<file path="config.mk">
export PLATFORM = sky130hd
export DESIGN_NAME = commit_trace_buffer
export DESIGN_NICKNAME = d
export VERILOG_FILES = /design/src/rtl/commit_trace_buffer.sv
export SDC_FILE = /design/constraint.sdc
export NUM_CORES = 2
export LEC_CHECK = 0
export CORE_UTILIZATION = 55
export CTS_CLUSTER_DIAMETER = 100
export DETAILED_ROUTE_END_ITERATION = 8
export PLACE_DENSITY = 0.86
export SLEW_MARGIN = 10
export SYNTH_ARGS = -nofsm -noshare
export SYNTH_HDL_FRONTEND = slang
export SYNTH_SLANG_ARGS = --single-unit
</file>
<file path="constraint.sdc">
create_clock -name clk -period 11.4 [get_ports clk]
set_input_delay 2.85 -clock clk [delete_from_list [all_inputs] [get_ports clk]]
set_output_delay 2.85 -clock clk [all_outputs]
set_load 0.02 [all_outputs]
</file>
<file path="src/rtl/commit_trace_buffer.sv">
// Commit trace buffer: captures one record per retired instruction and drains them over valid/ready.
// Never stalls the core; overflow drops records and is reported through trace_seq gaps, a sticky flag and counters.
// Optional macro TRACE_TIMESTAMP_EN stores a free-running cycle stamp with each record (trace_timestamp).
module commit_trace_buffer #(
   parameter int DEPTH      = 16,
   parameter int DROP_CNT_W = 16
) (
   input  logic                      clk,
   input  logic                      rst_n,
   input  logic                      commit_valid,
   input  logic [31:0]               commit_pc,
   input  logic [31:0]               commit_instr,
   input  logic [4:0]                commit_rd,
   input  logic [31:0]               commit_data,
   output logic                      trace_valid,
   input  logic                      trace_ready,
   output logic [31:0]               trace_pc,
   output logic [31:0]               trace_instr,
   output logic [4:0]                trace_rd,
   output logic [31:0]               trace_data,
   output logic [15:0]               trace_seq,
`ifdef TRACE_TIMESTAMP_EN
   output logic [31:0]               trace_timestamp,
`endif
   input  logic                      flush,
   input  logic                      clear_stats,
   output logic                      overflow,
   output logic [DROP_CNT_W-1:0]     drop_count,
   output logic [63:0]               retired_count,
   output logic [$clog2(DEPTH):0]    fill_level
);

   localparam int AW = $clog2(DEPTH);
   localparam logic [AW:0]           PTR_ONE  = 1;
   localparam logic [DROP_CNT_W-1:0] DROP_ONE = 1;

   logic [AW:0]           wr_ptr_q, wr_ptr_d;
   logic [AW:0]           rd_ptr_q, rd_ptr_d;
   logic [15:0]           seq_q, seq_d;
   logic                  overflow_q, overflow_d;
   logic [DROP_CNT_W-1:0] drop_cnt_q, drop_cnt_d;
   logic [63:0]           retired_q, retired_d;

   logic [31:0] pc_mem    [DEPTH];
   logic [31:0] instr_mem [DEPTH];
   logic [4:0]  rd_mem    [DEPTH];
   logic [31:0] data_mem  [DEPTH];
   logic [15:0] seq_mem   [DEPTH];

   logic          full;
   logic          empty;
   logic          pop;
   logic          push;
   logic          drop;
   logic [AW-1:0] wr_idx;
   logic [AW-1:0] rd_idx;

   assign wr_idx = wr_ptr_q[AW-1:0];
   assign rd_idx = rd_ptr_q[AW-1:0];
   assign empty  = (wr_ptr_q == rd_ptr_q);
   assign full   = (wr_ptr_q[AW] != rd_ptr_q[AW]) && (wr_idx == rd_idx);

   // A pop frees the head slot this cycle, so a full FIFO can still take the commit.
   assign pop  = !empty && trace_ready && !flush;
   assign push = commit_valid && !flush && (!full || pop);
   assign drop = commit_valid && !flush && full && !pop;

   always_comb begin
      wr_ptr_d   = wr_ptr_q;
      rd_ptr_d   = rd_ptr_q;
      seq_d      = seq_q;
      overflow_d = overflow_q;
      drop_cnt_d = drop_cnt_q;
      retired_d  = retired_q;

      if (flush) begin
         wr_ptr_d = '0;
         rd_ptr_d = '0;
      end else begin
         if (push) wr_ptr_d = wr_ptr_q + PTR_ONE;
         if (pop)  rd_ptr_d = rd_ptr_q + PTR_ONE;
      end

      if (commit_valid) seq_d = seq_q + 16'd1;

      if (clear_stats) begin
         overflow_d = 1'b0;
         drop_cnt_d = '0;
         retired_d  = '0;
      end else begin
         if (drop) begin
            overflow_d = 1'b1;
            if (drop_cnt_q != {DROP_CNT_W{1'b1}}) drop_cnt_d = drop_cnt_q + DROP_ONE;
         end
         if (commit_valid) retired_d = retired_q + 64'd1;
      end
   end

   always_ff @(posedge clk or negedge rst_n) begin
      if (!rst_n) begin
         wr_ptr_q   <= '0;
         rd_ptr_q   <= '0;
         seq_q      <= '0;
         overflow_q <= 1'b0;
         drop_cnt_q <= '0;
         retired_q  <= '0;
      end else begin
         wr_ptr_q   <= wr_ptr_d;
         rd_ptr_q   <= rd_ptr_d;
         seq_q      <= seq_d;
         overflow_q <= overflow_d;
         drop_cnt_q <= drop_cnt_d;
         retired_q  <= retired_d;
      end
   end

   // Record storage is not reset; stale entries are hidden by gating the outputs with trace_valid.
   always_ff @(posedge clk) begin
      if (push) begin
         pc_mem[wr_idx]    <= commit_pc;
         instr_mem[wr_idx] <= commit_instr;
         rd_mem[wr_idx]    <= commit_rd;
         data_mem[wr_idx]  <= commit_data;
         seq_mem[wr_idx]   <= seq_q;
      end
   end

   assign trace_valid   = !empty;
   assign trace_pc      = trace_valid ? pc_mem[rd_idx]    : '0;
   assign trace_instr   = trace_valid ? instr_mem[rd_idx] : '0;
   assign trace_rd      = trace_valid ? rd_mem[rd_idx]    : '0;
   assign trace_data    = trace_valid ? data_mem[rd_idx]  : '0;
   assign trace_seq     = trace_valid ? seq_mem[rd_idx]   : '0;
   assign overflow      = overflow_q;
   assign drop_count    = drop_cnt_q;
   assign retired_count = retired_q;
   assign fill_level    = wr_ptr_q - rd_ptr_q;

`ifdef TRACE_TIMESTAMP_EN
   logic [31:0] ts_q, ts_d;
   logic [31:0] ts_mem [DEPTH];

   assign ts_d = ts_q + 32'd1;

   always_ff @(posedge clk or negedge rst_n) begin
      if (!rst_n) ts_q <= '0;
      else        ts_q <= ts_d;
   end

   always_ff @(posedge clk) begin
      if (push) ts_mem[wr_idx] <= ts_q;
   end

   assign trace_timestamp = trace_valid ? ts_mem[rd_idx] : '0;
`endif

endmodule

</file>
==> out/qor.yml <==
fin_crit_sh: 0.740
syn_inst: 3322
yosys.area_share.adder: 0.00223
regToRegSetupSlack_ps: 6510
yosys_warnings: 0
drv_cap: 0
drc: 0
yosys.area.top_type: "edfxtp_1"
power_density_nw_per_um2: 191
avgSynthCellArea_sq_um: 23.0
die_w_um: 374
fin_worst_skew_ps: 31.3
synth_area_sq_um: 76300
port_buffers: 310
relSlewSlack: 0.231
p_sw_frac: 0.240
synth_nets: 3442
critPathLaunch: "rd_ptr_q[1]"
postCtsSetupRepairBufs: 0
hp-class: "register to register"
dr_wl_met3_um: 18200
synth_cell_types: 43
pwr-share-seq: 0.489
synth_top_family_by_area: "multiplexers"
crit_path_max_fanout: 79
clk_path_buf_depth: 3
gp_congestion: 0.809
grt_pass1_vias: 38396
finalSetupViolCount: 0
grt_use_total: 0.259
routed_via_density: 6.52
power_frac_clock: 0.367
wire_per_inst_um: 31.5
criticalPathCategory: "register to primary output"
synth_top_area_frac: 0.737
ant_nets: 0
met1_length_um: 66700
end_kind: "primary output"
cts_root_buffer: "clkbuf_16"
grt_pass1_wl_um: 261000
met2_length_um: 90600
finalHoldViolCount: 0
grt_max_degree: 136
clkSinkCount: 1979
synth_compound_area_frac: 0.00626
synthToLayoutAreaGrowth_pct: 15.1
ios: 311
first_pass_iters: 6
synthSimpleGateAreaFrac: 0.0286
async_reset_ff_frac: 0.0541
power_mw: 16.8
outcome: "finished, final reports clean"
clkLatencyLatePin_ps: 830
antenna_found_initial: 24
startpoint_type: "register"
tns_ps: 0
muxShareOfSynthArea: 0.173
drive_above_1_share: 0.246
fp.coreArea_sq_um: 137000
fmax_mhz: 119
drt_iter0_markers: 4162
row_count: 136
multi_input_area_sq_um: 16800
cts_buffers: 191
seqCellArea_sq_um: 58900
ys.flop_type: "edfxtp_1"
ys_seq_area_frac: 0.772
htreeDepth: 4
routed_wl_um: 180000
cts_tree: "done"
rsz0062_at_grt: "no"
combPwrFrac: 0.144
tightest_slew_ps: 1150
cts.repair.resized: 0
synth_area_leaders: "edfxtp_1, mux4_2, dfrtp_1, and2_1, xnor2_1"
slew_viol_final: 0
top_layer: "met5"
power.switching_mw: 4.02
synth-seq-cells: 1979
required_ps: 8550
dieHeight_um: 374
path_clk_slew_ps: 60
synth_xor_area_frac: 0.00815
via_count: 37123
cts_hold_buf: 0
die-area_sq_um: 140000
internal-power_mw: 12.7
nets: 3846
vdd_drop_max_mv: 0.174
dp_hpwl_um: 86600
synth-edff-count: 1872
grt.overflow.total: 0
fin_crit_ps: 8430
initial_core_util: 0.555
hp-start: "overflow"
reg2reg_from: "rd_ptr_q[3]"
worstPathArrival_ps: 5580
fillers: 8550
leakagePower_nw: 27.1
## final cells by class
class | instances | area share
clock buffers | 246 | 0.0587
diodes | 15 | 0.000427
flip-flops and latches | 1979 | 0.671
multi-input cells | 1153 | 0.192
repair buffers | 376 | 0.0416
clock inverters | 109 | 0.0102
inverters | 25 | 0.00115
well taps | 1794 | 0.0256
## path summary, 6_finish.rpt
path                                    endpoint  cells past startpoint
worst max-delay path              trace_data[14]                      6
min in group asynchronous       retired_count[5]                      1
worst max register to register     pc_mem[0][18]                      8
max in group asynchronous            rd_ptr_q[0]                      2
worst min register to register          overflow                      2
worst min-delay path                    overflow                      2
## synth_stat cells, types with 7 or more instances
cell	count
o21ai_0	20
buf_1	51
edfxtp_1	1872
nand3_1	31
o31ai_1	15
nor2_1	81
nand2_1	44
mux4_2	585
nor3_1	19
dfrtp_1	107
or3_1	18
xor2_1	22
and3_1	11
and4_1	7
and2_1	118
ha_1	12
nor4_1	14
xnor2_1	49
clkbuf_1	110
inv_1	25
a21oi_1	33
nand4_1	25
or4_1	15
## critical path: stages (launching register included)
cell	delay (ps)
dfrtp_4	1080
buf_4	840
buf_4	1010
mux4_2	430
mux4_2	460
and2_1	170
clkdlybuf4s50_1	650
## per-stage QoR
step | cells | util | hold WS (ps) | setup slack [ps] | cell area, sq um
floorplan | 3322 | - | 471 | 2350 | 76300
global placement | 5327 | 0.594 | 486 | 3880 | 81700
detailed placement | 5327 | 0.594 | 514 | 3810 | 81700
CTS | 5682 | 0.639 | 530 | 2900 | 87800
global route | 5686 | 0.639 | 537 | 2630 | 87800
finish | 5697 | 0.639 | 520 | 2970 | 87800
## flip-flops by register name (all words and copies together), names as in the netlist, 5 cells and up
name	count
instr_mem	512
data_mem	512
pc_mem	512
rd_ptr_q	5
retired_count	64
seq_q	16
seq_mem	256
wr_ptr_q	5
rd_mem	80
drop_count	16
## layer usage
metal	GRT usage	up-vias
met5	0	-
met4	0.0728	28
met3	0.0622	310
met2	0.424	2175
met1	0.351	19757
li1	-	14853
## power by group through the flow
| stage | clock (mW) | combinational (mW) | sequential (mW) |
|---|---|---|---|
| after floorplan | 0 | 1.59 | 8.29 |
| after global placement | 0 | 2.37 | 8.34 |
| after detailed placement | 0 | 2.42 | 8.35 |
| after CTS | 6.22 | 2.45 | 8.20 |
| after global routing | 6.48 | 2.55 | 8.21 |
| final | 6.15 | 2.42 | 8.20 |
## cell families after synthesis
group / after synthesis
DFF: 1979
muxes: 591
and+or+nand+nor: 399
buffers and inverters: 190
AOI/OAI and AO/OA: 79
xor gates and xnor gates: 71
adders and majority gates: 13
## cells in the final DEF, fill, tap and decap left out, drive strengths merged, types with 37 or more instances in the layout
master / synthesis / final
and2: 118 / 118
buf: 55 / 68
clkbuf: 110 / 246
clkdlybuf4s50: 0 / 308
clkinv: 0 / 83
dfrtp: 107 / 107
edfxtp: 1872 / 1872
inv: 25 / 37
mux4: 585 / 585
nand2: 44 / 44
nor2: 81 / 81
xnor2: 49 / 49
Note: power is estimated with default switching activity, not from simulation.
